===== config.mk =====
export PLATFORM = sky130hd
export DESIGN_NAME = muldiv_unit
export DESIGN_NICKNAME = d
export VERILOG_FILES = /design/src/rtl/muldiv_unit.sv
export SDC_FILE = /design/constraint.sdc
export NUM_CORES = 1
export LEC_CHECK = 0
export CAP_MARGIN = 20
export CORE_ASPECT_RATIO = 0.75
export CORE_MARGIN = 1
export CORE_UTILIZATION = 53
export DETAILED_ROUTE_END_ITERATION = 10
export GPL_ROUTABILITY_DRIVEN = 1
export PLACE_DENSITY = 0.78
export SLEW_MARGIN = 30
export SYNTH_ARGS = -nofsm -noshare
export SYNTH_HDL_FRONTEND = slang
export SYNTH_SLANG_ARGS = --single-unit

===== constraint.sdc =====
create_clock -name clk -period 3.5 [get_ports clk]
set_input_delay 0.875 -clock clk [delete_from_list [all_inputs] [get_ports clk]]
set_output_delay 0.875 -clock clk [all_outputs]
set_load 0.005 [all_outputs]

===== src/rtl/muldiv_unit.sv =====
// muldiv_unit: iterative multiply/divide engine owning the HI/LO pair.
// One radix-2 iteration per cycle over a shared 2*WIDTH work register.
// Results are sign-corrected in a final FIX cycle and written to HI/LO.
module muldiv_unit #(
    parameter int WIDTH = 32
) (
    input  logic             clk,
    input  logic             rst,
    input  logic             start,
    input  logic [2:0]       op,
    input  logic [WIDTH-1:0] X,
    input  logic [WIDTH-1:0] Y,
    input  logic             cancel,
    output logic             busy,
    output logic             done,
    output logic [WIDTH-1:0] HI,
    output logic [WIDTH-1:0] LO
);

    localparam int CNT_W = $clog2(WIDTH) + 1;

    localparam logic [2:0] OP_MULT  = 3'd0;
    localparam logic [2:0] OP_MULTU = 3'd1;
    localparam logic [2:0] OP_DIV   = 3'd2;
    localparam logic [2:0] OP_DIVU  = 3'd3;
    localparam logic [2:0] OP_MTHI  = 3'd4;
    localparam logic [2:0] OP_MTLO  = 3'd5;

    typedef enum logic [1:0] {
        IDLE = 2'd0,
        CALC = 2'd1,
        FIX  = 2'd2
    } state_t;

    state_t               state_reg;
    logic [CNT_W-1:0]     count_reg;
    // Multiply: {partial product, remaining multiplier bits}.
    // Divide:   {partial remainder, dividend bits / quotient bits}.
    logic [2*WIDTH-1:0]   acc_reg;
    // Multiplicand magnitude for multiply, divisor magnitude for divide.
    logic [WIDTH-1:0]     operand_reg;
    logic                 is_div_reg;
    logic                 neg_res_reg;
    logic                 neg_rem_reg;
    logic                 div_zero_reg;
    logic                 busy_reg;
    logic                 done_reg;
    logic [WIDTH-1:0]     hi_reg;
    logic [WIDTH-1:0]     lo_reg;

    // Operand decode and magnitude extraction at issue
    logic                 signed_op;
    logic [WIDTH-1:0]     abs_x;
    logic [WIDTH-1:0]     abs_y;

    // One iteration of each algorithm
    logic [WIDTH:0]       mul_sum;
    logic [2*WIDTH-1:0]   mul_next;
    logic [WIDTH:0]       rem_shift;
    logic [WIDTH:0]       rem_diff;
    logic [2*WIDTH-1:0]   div_next;

    // Sign-corrected results for the FIX cycle
    logic [2*WIDTH-1:0]   product_fix;
    logic [WIDTH-1:0]     quot_fix;
    logic [WIDTH-1:0]     rem_fix;

    // Issue-side decode: signed ops take magnitudes; 0x80000000 stays 0x80000000 unsigned
    always_comb begin
        signed_op = (op == OP_MULT) || (op == OP_DIV);
        abs_x     = (signed_op && X[WIDTH-1]) ? -X : X;
        abs_y     = (signed_op && Y[WIDTH-1]) ? -Y : Y;
    end

    // Shift-add multiply step and restoring shift-subtract divide step
    always_comb begin
        mul_sum   = {1'b0, acc_reg[2*WIDTH-1:WIDTH]}
                  + (acc_reg[0] ? {1'b0, operand_reg} : '0);
        mul_next  = {mul_sum, acc_reg[WIDTH-1:1]};

        rem_shift = {acc_reg[2*WIDTH-1:WIDTH], acc_reg[WIDTH-1]};
        rem_diff  = rem_shift - {1'b0, operand_reg};
        if (rem_diff[WIDTH]) begin
            div_next = {rem_shift[WIDTH-1:0], acc_reg[WIDTH-2:0], 1'b0};
        end else begin
            div_next = {rem_diff[WIDTH-1:0], acc_reg[WIDTH-2:0], 1'b1};
        end
    end

    // Sign correction; divide by zero forces an all-ones quotient
    always_comb begin
        product_fix = neg_res_reg ? -acc_reg : acc_reg;
        quot_fix    = neg_res_reg ? -acc_reg[WIDTH-1:0] : acc_reg[WIDTH-1:0];
        if (div_zero_reg) begin
            quot_fix = '1;
        end
        rem_fix     = neg_rem_reg ? -acc_reg[2*WIDTH-1:WIDTH] : acc_reg[2*WIDTH-1:WIDTH];
    end

    // Control FSM, iteration datapath and HI/LO architectural state
    always_ff @(posedge clk) begin
        if (rst) begin
            state_reg    <= IDLE;
            count_reg    <= '0;
            acc_reg      <= '0;
            operand_reg  <= '0;
            is_div_reg   <= 1'b0;
            neg_res_reg  <= 1'b0;
            neg_rem_reg  <= 1'b0;
            div_zero_reg <= 1'b0;
            busy_reg     <= 1'b0;
            done_reg     <= 1'b0;
            hi_reg       <= '0;
            lo_reg       <= '0;
        end else begin
            done_reg <= 1'b0;
            case (state_reg)
                IDLE: begin
                    if (start && !cancel) begin
                        case (op)
                            OP_MULT, OP_MULTU, OP_DIV, OP_DIVU: begin
                                is_div_reg   <= op[1];
                                neg_res_reg  <= signed_op && (X[WIDTH-1] ^ Y[WIDTH-1]);
                                neg_rem_reg  <= signed_op && X[WIDTH-1];
                                div_zero_reg <= op[1] && (Y == '0);
                                operand_reg  <= op[1] ? abs_y : abs_x;
                                acc_reg      <= {{WIDTH{1'b0}}, (op[1] ? abs_x : abs_y)};
                                count_reg    <= CNT_W'(WIDTH);
                                busy_reg     <= 1'b1;
                                state_reg    <= CALC;
                            end
                            OP_MTHI: hi_reg <= X;
                            OP_MTLO: lo_reg <= X;
                            default: ;
                        endcase
                    end
                end
                CALC: begin
                    if (cancel) begin
                        busy_reg  <= 1'b0;
                        state_reg <= IDLE;
                    end else begin
                        acc_reg   <= is_div_reg ? div_next : mul_next;
                        count_reg <= count_reg - CNT_W'(1);
                        if (count_reg == CNT_W'(1)) begin
                            state_reg <= FIX;
                        end
                    end
                end
                FIX: begin
                    busy_reg  <= 1'b0;
                    state_reg <= IDLE;
                    if (!cancel) begin
                        done_reg <= 1'b1;
                        if (is_div_reg) begin
                            hi_reg <= rem_fix;
                            lo_reg <= quot_fix;
                        end else begin
                            hi_reg <= product_fix[2*WIDTH-1:WIDTH];
                            lo_reg <= product_fix[WIDTH-1:0];
                        end
                    end
                end
                default: begin
                    busy_reg  <= 1'b0;
                    state_reg <= IDLE;
                end
            endcase
        end
    end

    assign busy = busy_reg;
    assign done = done_reg;
    assign HI   = hi_reg;
    assign LO   = lo_reg;

endmodule


### Yosys cells after proc, flatten, opt, wreduce, memory -nomap -nowiden

Cells that the tools add are included.

| word-level totals | value |
|---|---|
| memories | 0 |
| latch bits | 0 |
| input port bits | 71 |
| ROM bits | 0 |
| register bits after elaboration | 174 |
| word-level logic and storage cells | 97 |
| memory bits (writable) | 0 |
| output and inout bits | 66 |

| operators by class | value |
|---|---|
| mux-type cells | 39 |
| shift-type cells | 0 |
| equality and inequality tests | 16 |
| bitwise operators | 2 |
| divide/modulo/power cells | 0 |
| multipliers | 0 |
| magnitude comparators | 0 |
| add/sub/neg operators | 8 |
| reductions and logical operators | 20 |

Operators with widths:

| cell | count |
|---|---|
| $mux 32 | 16 |
| $mux 64 | 6 |
| $neg 32->32 | 4 |
| $pmux 32 s2 | 2 |
| $pmux 64 s2 | 1 |
| $neg 64->64 | 1 |
| $add 32x32->33 | 1 |
| $sub 33x32->33 | 1 |
| $logic_not 32->1 | 1 |
| $mux 6 | 3 |
| $pmux 6 s2 | 1 |
| $reduce_and 4->1 | 3 |
| $reduce_and 3->1 | 3 |
| $mux 2 | 4 |
| $ne 2x2->1 const B | 4 |
| $eq 3x2->1 const B | 2 |
| $eq 3x3->1 const B | 2 |
| $eq 6x1->1 const B | 1 |
| $ne 2x1->1 const B | 3 |
| $sub 6x1->6 const B | 1 |
| $logic_and 1x1->1 | 5 |
| $mux 1 | 4 |
| $pmux 2 s2 | 1 |
| $reduce_bool 2->1 | 2 |
| 13 further kinds | 13 |

### Depth between registers and ports, before layout

| depth | value |
|---|---|
| depth after elaboration | 8 |
| gate-level depth with buffers | 15 |
| gate-level depth less buffers | 14 |

### Least setup slack after synthesis

No wires, ideal clock.

| path | value |
|---|---|
| kind | register to register |
| from | reg acc_reg[31] |
| to | reg acc_reg[50] |
| cell stages (with the launch flop) | 15 |
| required time | 3365 ps |
| arrival | 3591 ps |
| slack | -226 ps |
| period minus slack after synthesis | 3726 ps |
| buffers on the path | 2 |
| setup time | 135 ps |
| path through | dfxtp_1 -> clkbuf_1 -> inv_1 -> ha_1 -> fa_1 -> nand2b_1 -> a21oi_1 -> o21ai_0 -> a2111oi_0 -> o21ai_1 -> o21ai_2 -> xor2_1 -> buf_2 -> mux2i_1 -> o221ai_1 |

| between the ends | value |
|---|---|
| longest elaborated chain between the ends | 5 |

Ends and longest elaborated chain:

| element | RTL line | text |
|---|---|---|
| from (decl) | 39 | `logic [2*WIDTH-1:0] acc_reg;` |
| from (signal assigned) | 127 | `acc_reg <= {{WIDTH{1'b0}}, (op[1] ? abs_x : abs_y)};` |
| from (signal assigned) | 143 | `acc_reg <= is_div_reg ? div_next : mul_next;` |
| $sub 33x32->33 | 82 | `rem_diff = rem_shift - {1'b0, operand_reg};` |
| $mux 64 | 83 | `if (rem_diff[WIDTH]) begin` |
| $mux 64 | 143 |  |
| $mux 64 | 139 | `if (cancel) begin` |
| $pmux 64 s2 | 117 | `case (state_reg)` |

Every way passes these cells. The select of a mux whose other input is x is not followed.
A chain may end at the register's enable or synchronous reset.

### Worst setup path after layout

| path | value |
|---|---|
| from | in Y[5] |
| to | reg operand_reg[30] |

| between the ends | value |
|---|---|
| longest elaborated chain between the ends | 3 |

Ends and longest elaborated chain:

| element | RTL line | text |
|---|---|---|
| from (decl) | 12 | `input logic [WIDTH-1:0] Y,` |
| $neg 32->32 | 72 | `abs_y = (signed_op && Y[WIDTH-1]) ? -Y : Y;` |
| $mux 32 | 72 |  |
| $mux 32 | 126 | `operand_reg <= op[1] ? abs_y : abs_x;` |
| to (signal assigned) | 126 |  |
| to (decl) | 41 | `logic [WIDTH-1:0] operand_reg;` |

Every way passes these cells.

==> results.toml <==
[synthesis]
synthSimpleGateAreaFrac_pct = 21.0
syn_nets = 2134
netlist_instances = 1991
syn_avg_cell_area_um2 = 7.20
synth_fa_ha_area_share_pct = 6.39
synthXorXnorAreaFrac_pct = 10.9
synth_ff_type = "dfxtp_1"
yosys.area.top_type_share_pct = 24.3
post-synth-top-area-cell = "dfxtp_1"
muxShareOfSynthArea_pct = 3.91
syn_area_um2 = 14300
synthArstFlopShare_pct = 0
yosys_warnings = 0
ys_ff_latch = 174
synth_area_leaders = "dfxtp_1 24%, a21oi_1 7.0%, xnor2_1 6.5%, nor2_1 6.3%, ha_1 6.1%"
synth_compound_area_share_pct = 28.3
synth_top_family_by_area = "compound AO/OA/AOI/OAI gates"
synth.distinct_cells = 74
synth_edf_count = 0
seq_area_frac_synth_pct = 24.3

[power]
power_mw = 5.62
p_leak_nw = 7.27
max-vdd-ir-drop_mv = 0.387
p_per_area_nw_per_um2 = 304

[global_routing]
use_met2_pct = 58.2
grt_start_max_net_pins = 82
grt.met3_usage_pct = 12.6
top_usage_layer = "met1"
gr-usage-met1_pct = 63.4
grt_use_total_pct = 42.6
grt_pass1_wl_um = 88500
overflow = 0
grt_pass1_vias = 14800
antenna_found_initial = 0

[critical_path]
crit_buf_inv = 3
arrival_ns = 3.84
end_kind = "flop"
critical-path-max-stage-delay_ns = 0.57
ff2ff_path_depth = 16
rrSetupSlack_ns = 0.08
critPathKind = "input pin to flop"
r2r_end = "acc_reg[57]$_SDFFE_PP0P_"
worst_setup_path_start_kind = "input pin"
worst_ep_required_time_ns = 3.89
cp_cell_sequence = "clkdlybuf4s50_1 > or4_1 > buf_4 > nor4_1 > nand4b_1 > nor4_1 > buf_4 > a21oi_1 > xor2_1 > nor2_1 > a211oi_1 > a21oi_1 > nor2_1"
cp.depth = 13
cp_top_family = "simple AND/OR/NAND/NOR gates"
crit_path_end = "operand_reg[30]$_SDFFE_PP0P_"
crit_fanout = 5
critical_path.startpoint = "Y[5]"
r2r_start = "acc_reg[0]$_SDFFE_PP0P_"
crit_slowest_cell = "or4_1"

[timing]
finalSetupViolations = 0
fmax_ghz = 0.289
setup_slack_ns = 0.0437
drv_slew = 0
whs_ns = 0.449
rsz0062_at_grt = "true"
tns_ns = 0
slew_headroom_pct = 34.4
min_period_over_period_pct = 98.8
worst_pin_slew_ns = 0.983
fin_crit_ns = 3.46
skew_ns = 0.0114
hold_viol = 0

[placed_design]
port_buffers = 136
post_dp_cell_area_um2 = 17600
gp_congestion = 1.04
dpl.cell_count = 2592
hpwl_um = 46700
place_ws_ns = -0.382

[finish]
area_growth_pct = 29.0
layout_common_cells = "246 x buf_4, 242 x nor2_1, 226 x nand2_1"
drive_gt1_share_pct = 15.3
largest_register_ffs = 64
multiInputGateArea_um2 = 10400
ff_latch_area_um2 = 3490
finalInstanceArea_um2 = 18500
post-route-util_pct = 70.4
layout_commonest_cell = "buf_4"
fin_nets = 2416
antenna_cells = 0
final_cells = 2630
fillCellCount = 2234

[die]
die_y_um = 144
die_area_um2 = 27700
start_util_pct = 54.5
rows = 51
die_x_um = 192
core_area_um2 = 26300
ios = 137

[drt]
firstDrtPassIters = 6
drc = 0
ant_nets = 0
via_per_inst = 6.47
vias = 17000
drt-initial-drc-count = 2652
drt_wl_total_um = 60200
wl_per_cell_um = 22.9

[run]
maxCapViolations = 0

[clock_tree]
cts_tree = "done"
cts_inserted_buffers = 17
hold_buffers = 0
insertion_delay_ns = 0.46
cts.sinks = 174
ctsRootBufferMaster = "clkbuf_16"
clk_path_buf_depth = 2
clk_pin_slew_ns = 0.07
htree_levels = 4

[run_status]
status = "finished, final reports clean"

[worst_hold_path]
hold_depth = 2
hold_class = "flop to flop"
[where the power goes]
| group | total [mW] | internal, mW | switching [mW] |
|---|---|---|---|
| Combinational | 1.66 | 0.715 | 0.942 |
| Sequential | 2.10 | 2.04 | 0.0608 |
| Clock | 1.87 | 0.951 | 0.917 |
| Total | 5.62 | 3.70 | 1.92 |
[tightest hold or removal path: cells and delay by family (launching register included)]
kind | cells | cell delay, ns
simple gates | 1 | 0.05
flops | 1 | 0.31
compound gates | 1 | 0.05
[synthesized netlist by cell type (all sizes together), types with 7 or more instances]
| master | number |
|---|---|
| o21a | 8 |
| o31a | 9 |
| nand2b | 12 |
| and3 | 7 |
| a211oi | 49 |
| o221ai | 28 |
| o211ai | 30 |
| a31oi | 15 |
| inv | 65 |
| xnor2 | 106 |
| dfxtp | 174 |
| nand2 | 227 |
| ha | 70 |
| a311oi | 17 |
| nor2b | 19 |
| buf | 14 |
| a22oi | 16 |
| mux2i | 56 |
| nand4 | 12 |
| and2 | 7 |
| nor2 | 242 |
| xor2 | 72 |
| nand3 | 28 |
| a21o | 22 |
| o41ai | 12 |
| or3 | 20 |
| nor4 | 23 |
| clkbuf | 116 |
| o21ai | 162 |
| nor3 | 44 |
| or4 | 12 |
| o31ai | 18 |
| o22ai | 9 |
| a21oi | 202 |
[how the worst min path moves through the flow]
stage | from | endpoint | slack, ns
after floorplan | operand_reg[17]$_SDFFE_PP0P_ | operand_reg[17]$_SDFFE_PP0P_ | 0.43
after global placement | LO[13]$_SDFFE_PP0P_ | LO[13]$_SDFFE_PP0P_ | 0.44
after detailed placement | operand_reg[10]$_SDFFE_PP0P_ | operand_reg[10]$_SDFFE_PP0P_ | 0.44
after CTS | LO[12]$_SDFFE_PP0P_ | LO[12]$_SDFFE_PP0P_ | 0.45
after global routing | operand_reg[10]$_SDFFE_PP0P_ | operand_reg[10]$_SDFFE_PP0P_ | 0.46
final | LO[12]$_SDFFE_PP0P_ | LO[12]$_SDFFE_PP0P_ | 0.45
[layer usage]
metal / vias up / wire (um) / part of all wire [%]
met1: 7994 / 26700 / 44
met3: 110 / 8520 / 14
met5: - / 0 / 0
li1: 7736 / - / -
met4: 0 / 1380 / 2.3
met2: 1185 / 23600 / 39
[final cells by class]
cell class                 count  area share [%]
clock buffer                  21            2.49
inverter                      66            1.34
sequential                   174            18.9
timing repair buffer         393            18.4
multi-input combinational   1621            56.1
tap                          344            2.33
clock inverter                11           0.460
[cell families (layout without fill, tap and decap cells)]
family	Yosys count	after routing
xor+xnor	178	178
buf+inv	196	491
fa+ha+maj	72	72
mux	56	56
flops	174	174
simple gates	672	672
compound gates	643	643
[timing repair]
action,CTS,global route
endpoints found under the setup margin,32,43
setup buffers,3,2
gates cloned,1,0
pin swaps,5,12
resized for setup,16,40
No activity file was read; power rests on OpenSTA's default activity.
==> RTL edit 1, RTL diff (config.mk and constraints unchanged) <==
Change the parameter `WIDTH` from 32 to 16.
--- a/src/rtl/muldiv_unit.sv
+++ b/src/rtl/muldiv_unit.sv
@@ -2,7 +2,7 @@
 // One radix-2 iteration per cycle over a shared 2*WIDTH work register.
 // Results are sign-corrected in a final FIX cycle and written to HI/LO.
 module muldiv_unit #(
-    parameter int WIDTH = 32
+    parameter int WIDTH = 16
 ) (
     input  logic             clk,
     input  logic             rst,
Ports: changed (resized HI, LO, X and Y); port bits go from 137 to 73. The function was not compared with the original's and may differ.
==> RTL edit 1 against the unedited design <==
  * First-iteration DRC count shrank 65%
  * Sequential cell count fell by 81
  * Clock power fell by 43%
  * Final area fell by 52%
  * Setup slack improved by 0.28 ns
  * Utilization down 6.4 points
  * Combinational power down 61%
  * Sequential power decreased by 46%
  * Synthesized area is 47% lower
  * Power shrank 49%
  * Wire length is 61% lower
  * Largest cell class unchanged
  * Largest power group unchanged
==> RTL edit 1: results (changes against the unedited design) <==
Run status
  – Outcome: finished clean

Critical path
  – Max incr delay on CP: 0.41 ns (-0.16 ns)
  – Worst setup path start: acc_reg[15]
  – Worst R2R Setup Slack: 0.32 ns (+0.24 ns)
  – Worst r2r path cells: 12 (-4)
  – CP Capture Point: acc_reg[16]
  – Worst path arrival time: 3.44 ns (-0.40 ns)
  – Critical-path top delay cell: fa_1
  – Critical path fanouts, max: 19 (+14)
  – Cell family with most CP delay: adder cells
  – RR Endpoint: acc_reg[16]

GRT
  – Met3 Track Usage GR: 9.72% (-2.9 points)
  – Initial antenna violation count: 0 (unchanged)
  – GRT Util Overall: 32.5% (-10 points)
  – Number of global-route vias before repair: 7020 (-53%)
  – Largest net degree at the start of global routing: 78 (-4.9%)
  – Met2 usage: 44.4% (-14 points)
  – First-pass GRT wire length: 37400 um (-58%)

Power and ir drop
  – P_leak: 3.44 nW (-53%)
  – Comb pwr share: 22.9% (-6.6 points)
  – Clk pwr: 1.07 mW (-43%)
  – Internal: 1.99 mW (-46%)

CTS
  – Cts bufs inserted: 9 (-8)
  – H-Tree Depth: 3 (-1)
  – CTS resizes: 0 (-16)
  – Number of setup buffers added after CTS: 0 (-3)
  – Clock Latency Late Sink: 0.36 ns (-0.10 ns)

Timing
  – Slew headroom: 35.6% (+1.1 points)
  – Final Skew: 0.0123 ns (+0.000900 ns)
  – WHS: 0.451 ns (+0.00152 ns)

Detailed routing
  – Metal3 WL: 2910 um (-66%)
  – Via/cell ratio: 6.30 (-2.7%)
  – WL met2: 9240 um (-61%)
  – Vias: 7927 (-53%)
  – Met1 wire length: 10900 um (-59%)
  – WL final: 23600 um (-61%)
  – 1st-pass router iterations: 5 (-1)
  – 1st-iter DRT viols: 922 (-65%)

Layout
  – Max reg flops: 32 (-50%)
  – Layout cells sized above 1: 6.37% (-8.9 points)

Place
  – Inst Count DP: 1243 (-52%)
  – # port buffers: 72 (-47%)
  – GPL Wtd Cong: 0.984 (-5.6%)
  – Dpl hpwl: 18000 um (-62%)

Synthesis
  – Seq/Total Area, Yosys: 24.6% (+0.27 points)
  – Top cells by area, synth: dfxtp_1 25%, mux2i_1 6.9%, nor2_1 6.6%
  – Netlist cell types: 70 (-5.4%)
  – Compound-Gate Fraction of Synth Area: 26.1% (-2.3 points)
  – Synth top cells by count: 133 x nor2_1, 95 x nand2_1, 94 x a21oi_1, 93 x dfxtp_1, 53 x o21ai_0
  – Post-Synth Adder-Cell Area: 6.80% (+0.41 points)
  – Xor/xnor share of the synthesized area: 8.90% (-2.0 points)
  – Mapped Nets: 1103 (-48%)
  – Synth Instances: 1024 (-49%)

Worst hold path
  – Min-Delay Path Class: flip-flop to flip-flop
  – Hold EP: operand_reg[7]
  – Min-delay src: operand_reg[7]
## RTL edit 1: cell count changes in the layout (fill, tap and decap cells not counted), sizes merged, moves of 23 or more
cell / unedited run / this run
buf: 259 / 36
nand2: 227 / 95
nor2: 242 / 134
a21oi: 202 / 96
o21ai: 162 / 56
dfxtp: 174 / 93
clkdlybuf4s50: 134 / 70
xnor2: 106 / 46
xor2: 72 / 31
ha: 70 / 38
o221ai: 28 / 4
inv: 67 / 44
## RTL edit 1: layout make-up
class                      count  area [sq um]
clock buffer                  10           229
clock inverter                 6          86.3
fill                        1219          4990
inverter                      43           161
multi-input combinational    826          5320
sequential                    93          1860
tap                          175           219
timing repair buffer         106           978
## RTL edit 1: per-stage QoR
stage,util [%],cell area (sq um),setup WS (ns)
2_1_floorplan,-,7580,0.767
3_3_place_gp,61.7,8540,0.360
3_5_place_dp,61.7,8540,0.297
4_1_cts,64.0,8850,0.354
5_1_grt,64.0,8850,0.170
6_report,64.0,8850,0.319
==> RTL edit 2, RTL diff (same settings) <==
Without the edit above. Reset style: asynchronous (`rst`), changed in one clocked block.
--- a/src/rtl/muldiv_unit.sv
+++ b/src/rtl/muldiv_unit.sv
@@ -98,7 +98,7 @@
     end
 
     // Control FSM, iteration datapath and HI/LO architectural state
-    always_ff @(posedge clk) begin
+    always_ff @(posedge clk or posedge rst) begin
         if (rst) begin
             state_reg    <= IDLE;
             count_reg    <= '0;
Formal check against the unedited RTL: differs if rst is asserted again (counterexample within 4 cycles, from zero or initial values and one cycle with rst high); with rst held inactive, the same outputs for 4 cycles.
==> RTL edit 2 against the unedited design <==
  * Critical endpoint is now acc_reg[35]
  * Synthesized area grew 5.0%
  * Synthesized cell count shrank 1.5%
  * Setup slack gained 0.019 ns
  * Highest routed layer unchanged
  * Utilization shrank 3.7 points
  * Sequential cell count is the same
  * Worst hold slack gained 0.031 ns
  * Critical path depth shrank 1
  * Wire length shrank 3.6%
  * Final area grew 0.79%
  * Largest cell class unchanged
  * Non-clock buffer count shrank 78
Power is not compared: it rests on default switching activity, and its combinational part moved more than twofold at a synthesized area within 25%.
==> RTL edit 2: results (changes against the unedited design) <==
Timing
  – WHS: 0.481 ns (+0.0311 ns)
  – Min setup slack post-route: 0.0629 ns (+0.0192 ns)

Synthesis
  – Synth top cells by count: 211 x nor2_1, 206 x o21ai_0, 193 x nand2_1, 174 x dfrtp_1, 169 x a21oi_1
  – Netlist cell types: 82 (+11%)
  – Mapped Nets: 2105 (-1.4%)
  – Top cells by area, synth: dfrtp_1 29%, o21ai_0 6.8%, xnor2_1 6.2%
  – Prevailing post-synth register cell: dfrtp_1
  – Async S/R FF share, synth: 100% (+100 points)

CTS
  – Number of setup buffers added after CTS: 1 (-2)

GRT
  – Number of global-route vias before repair: 15200 (+2.8%)
  – Met2 usage: 57.4% (-0.79 points)
  – First-pass GRT wire length: 88000 um (-0.55%)
  – GRT Util Overall: 39.7% (-3.0 points)
  – Met3 Track Usage GR: 9.03% (-3.6 points)

Layout
  – Clkbuf count: 20 (-4.8%)
  – Logic inverters: 70 (+6.1%)
  – Fill cells: 2439 (+9.2%)
  – Non-clk buf share: 15.0% (-3.4 points)
  – #MultiIn Comb: 1595 (-1.6%)
  – Multi-input gate area: 10100 sq um (-2.2%)
  – Non-clock buffers: 315 (-20%)
  – Final clock-cell share: 3.22% (+0.27 points)

Place
  – Worst slack, placed: -0.340 ns (+0.0428 ns)
  – Post-DP Area: 17900 sq um (+1.3%)
  – GPL Wtd Cong: 1.03 (-1.7%)
  – Inst Count DP: 2537 (-2.1%)

Critical path
  – Critical path fanouts, max: 9 (+4)
  – RR Endpoint: acc_reg[35]
  – Cell family with most CP delay: compound AO/OA/AOI/OAI gates
  – Max incr delay on CP: 0.44 ns (-0.13 ns)
  – Worst r2r path cells: 12 (-4)

Detailed routing
  – WL/cell: 22.6 um (-1.4%)
  – 1st-iter DRT viols: 1877 (-29%)
  – Metal3 WL: 6650 um (-22%)

Worst hold path
  – Min-delay src: LO[18]
  – Hold EP: LO[18]

Die
  – Core Box Area: 28000 sq um (+6.4%)

Run status
  – Outcome: finished clean
-- RTL edit 2: cell types whose count changed in the layout (fill, tap and decap cells not counted), sizes merged, moves of 14 or more --
cell | unedited run | this run
a211oi | 49 | 20
a21oi | 202 | 170
buf | 259 | 180
dfrtp | 0 | 174
dfxtp | 174 | 0
nand2 | 227 | 193
nand3 | 28 | 42
nor2 | 242 | 212
o21ai | 162 | 209
o221ai | 28 | 3
o22ai | 9 | 33
-- RTL edit 2: kinds of logic after synthesis --
| group | Yosys count | share of synthesized area [%] |
|---|---|---|
| AO/OA/AOI/OAI | 639 | 25.9 |
| XOR/XNOR | 166 | 9.65 |
| flip-flops | 174 | 28.9 |
| AND/OR/NAND/NOR | 656 | 20.4 |
| buffers and inverters | 193 | 4.94 |
| multiplexers | 62 | 4.15 |
| adder cells (fa/ha/maj) | 72 | 6.08 |
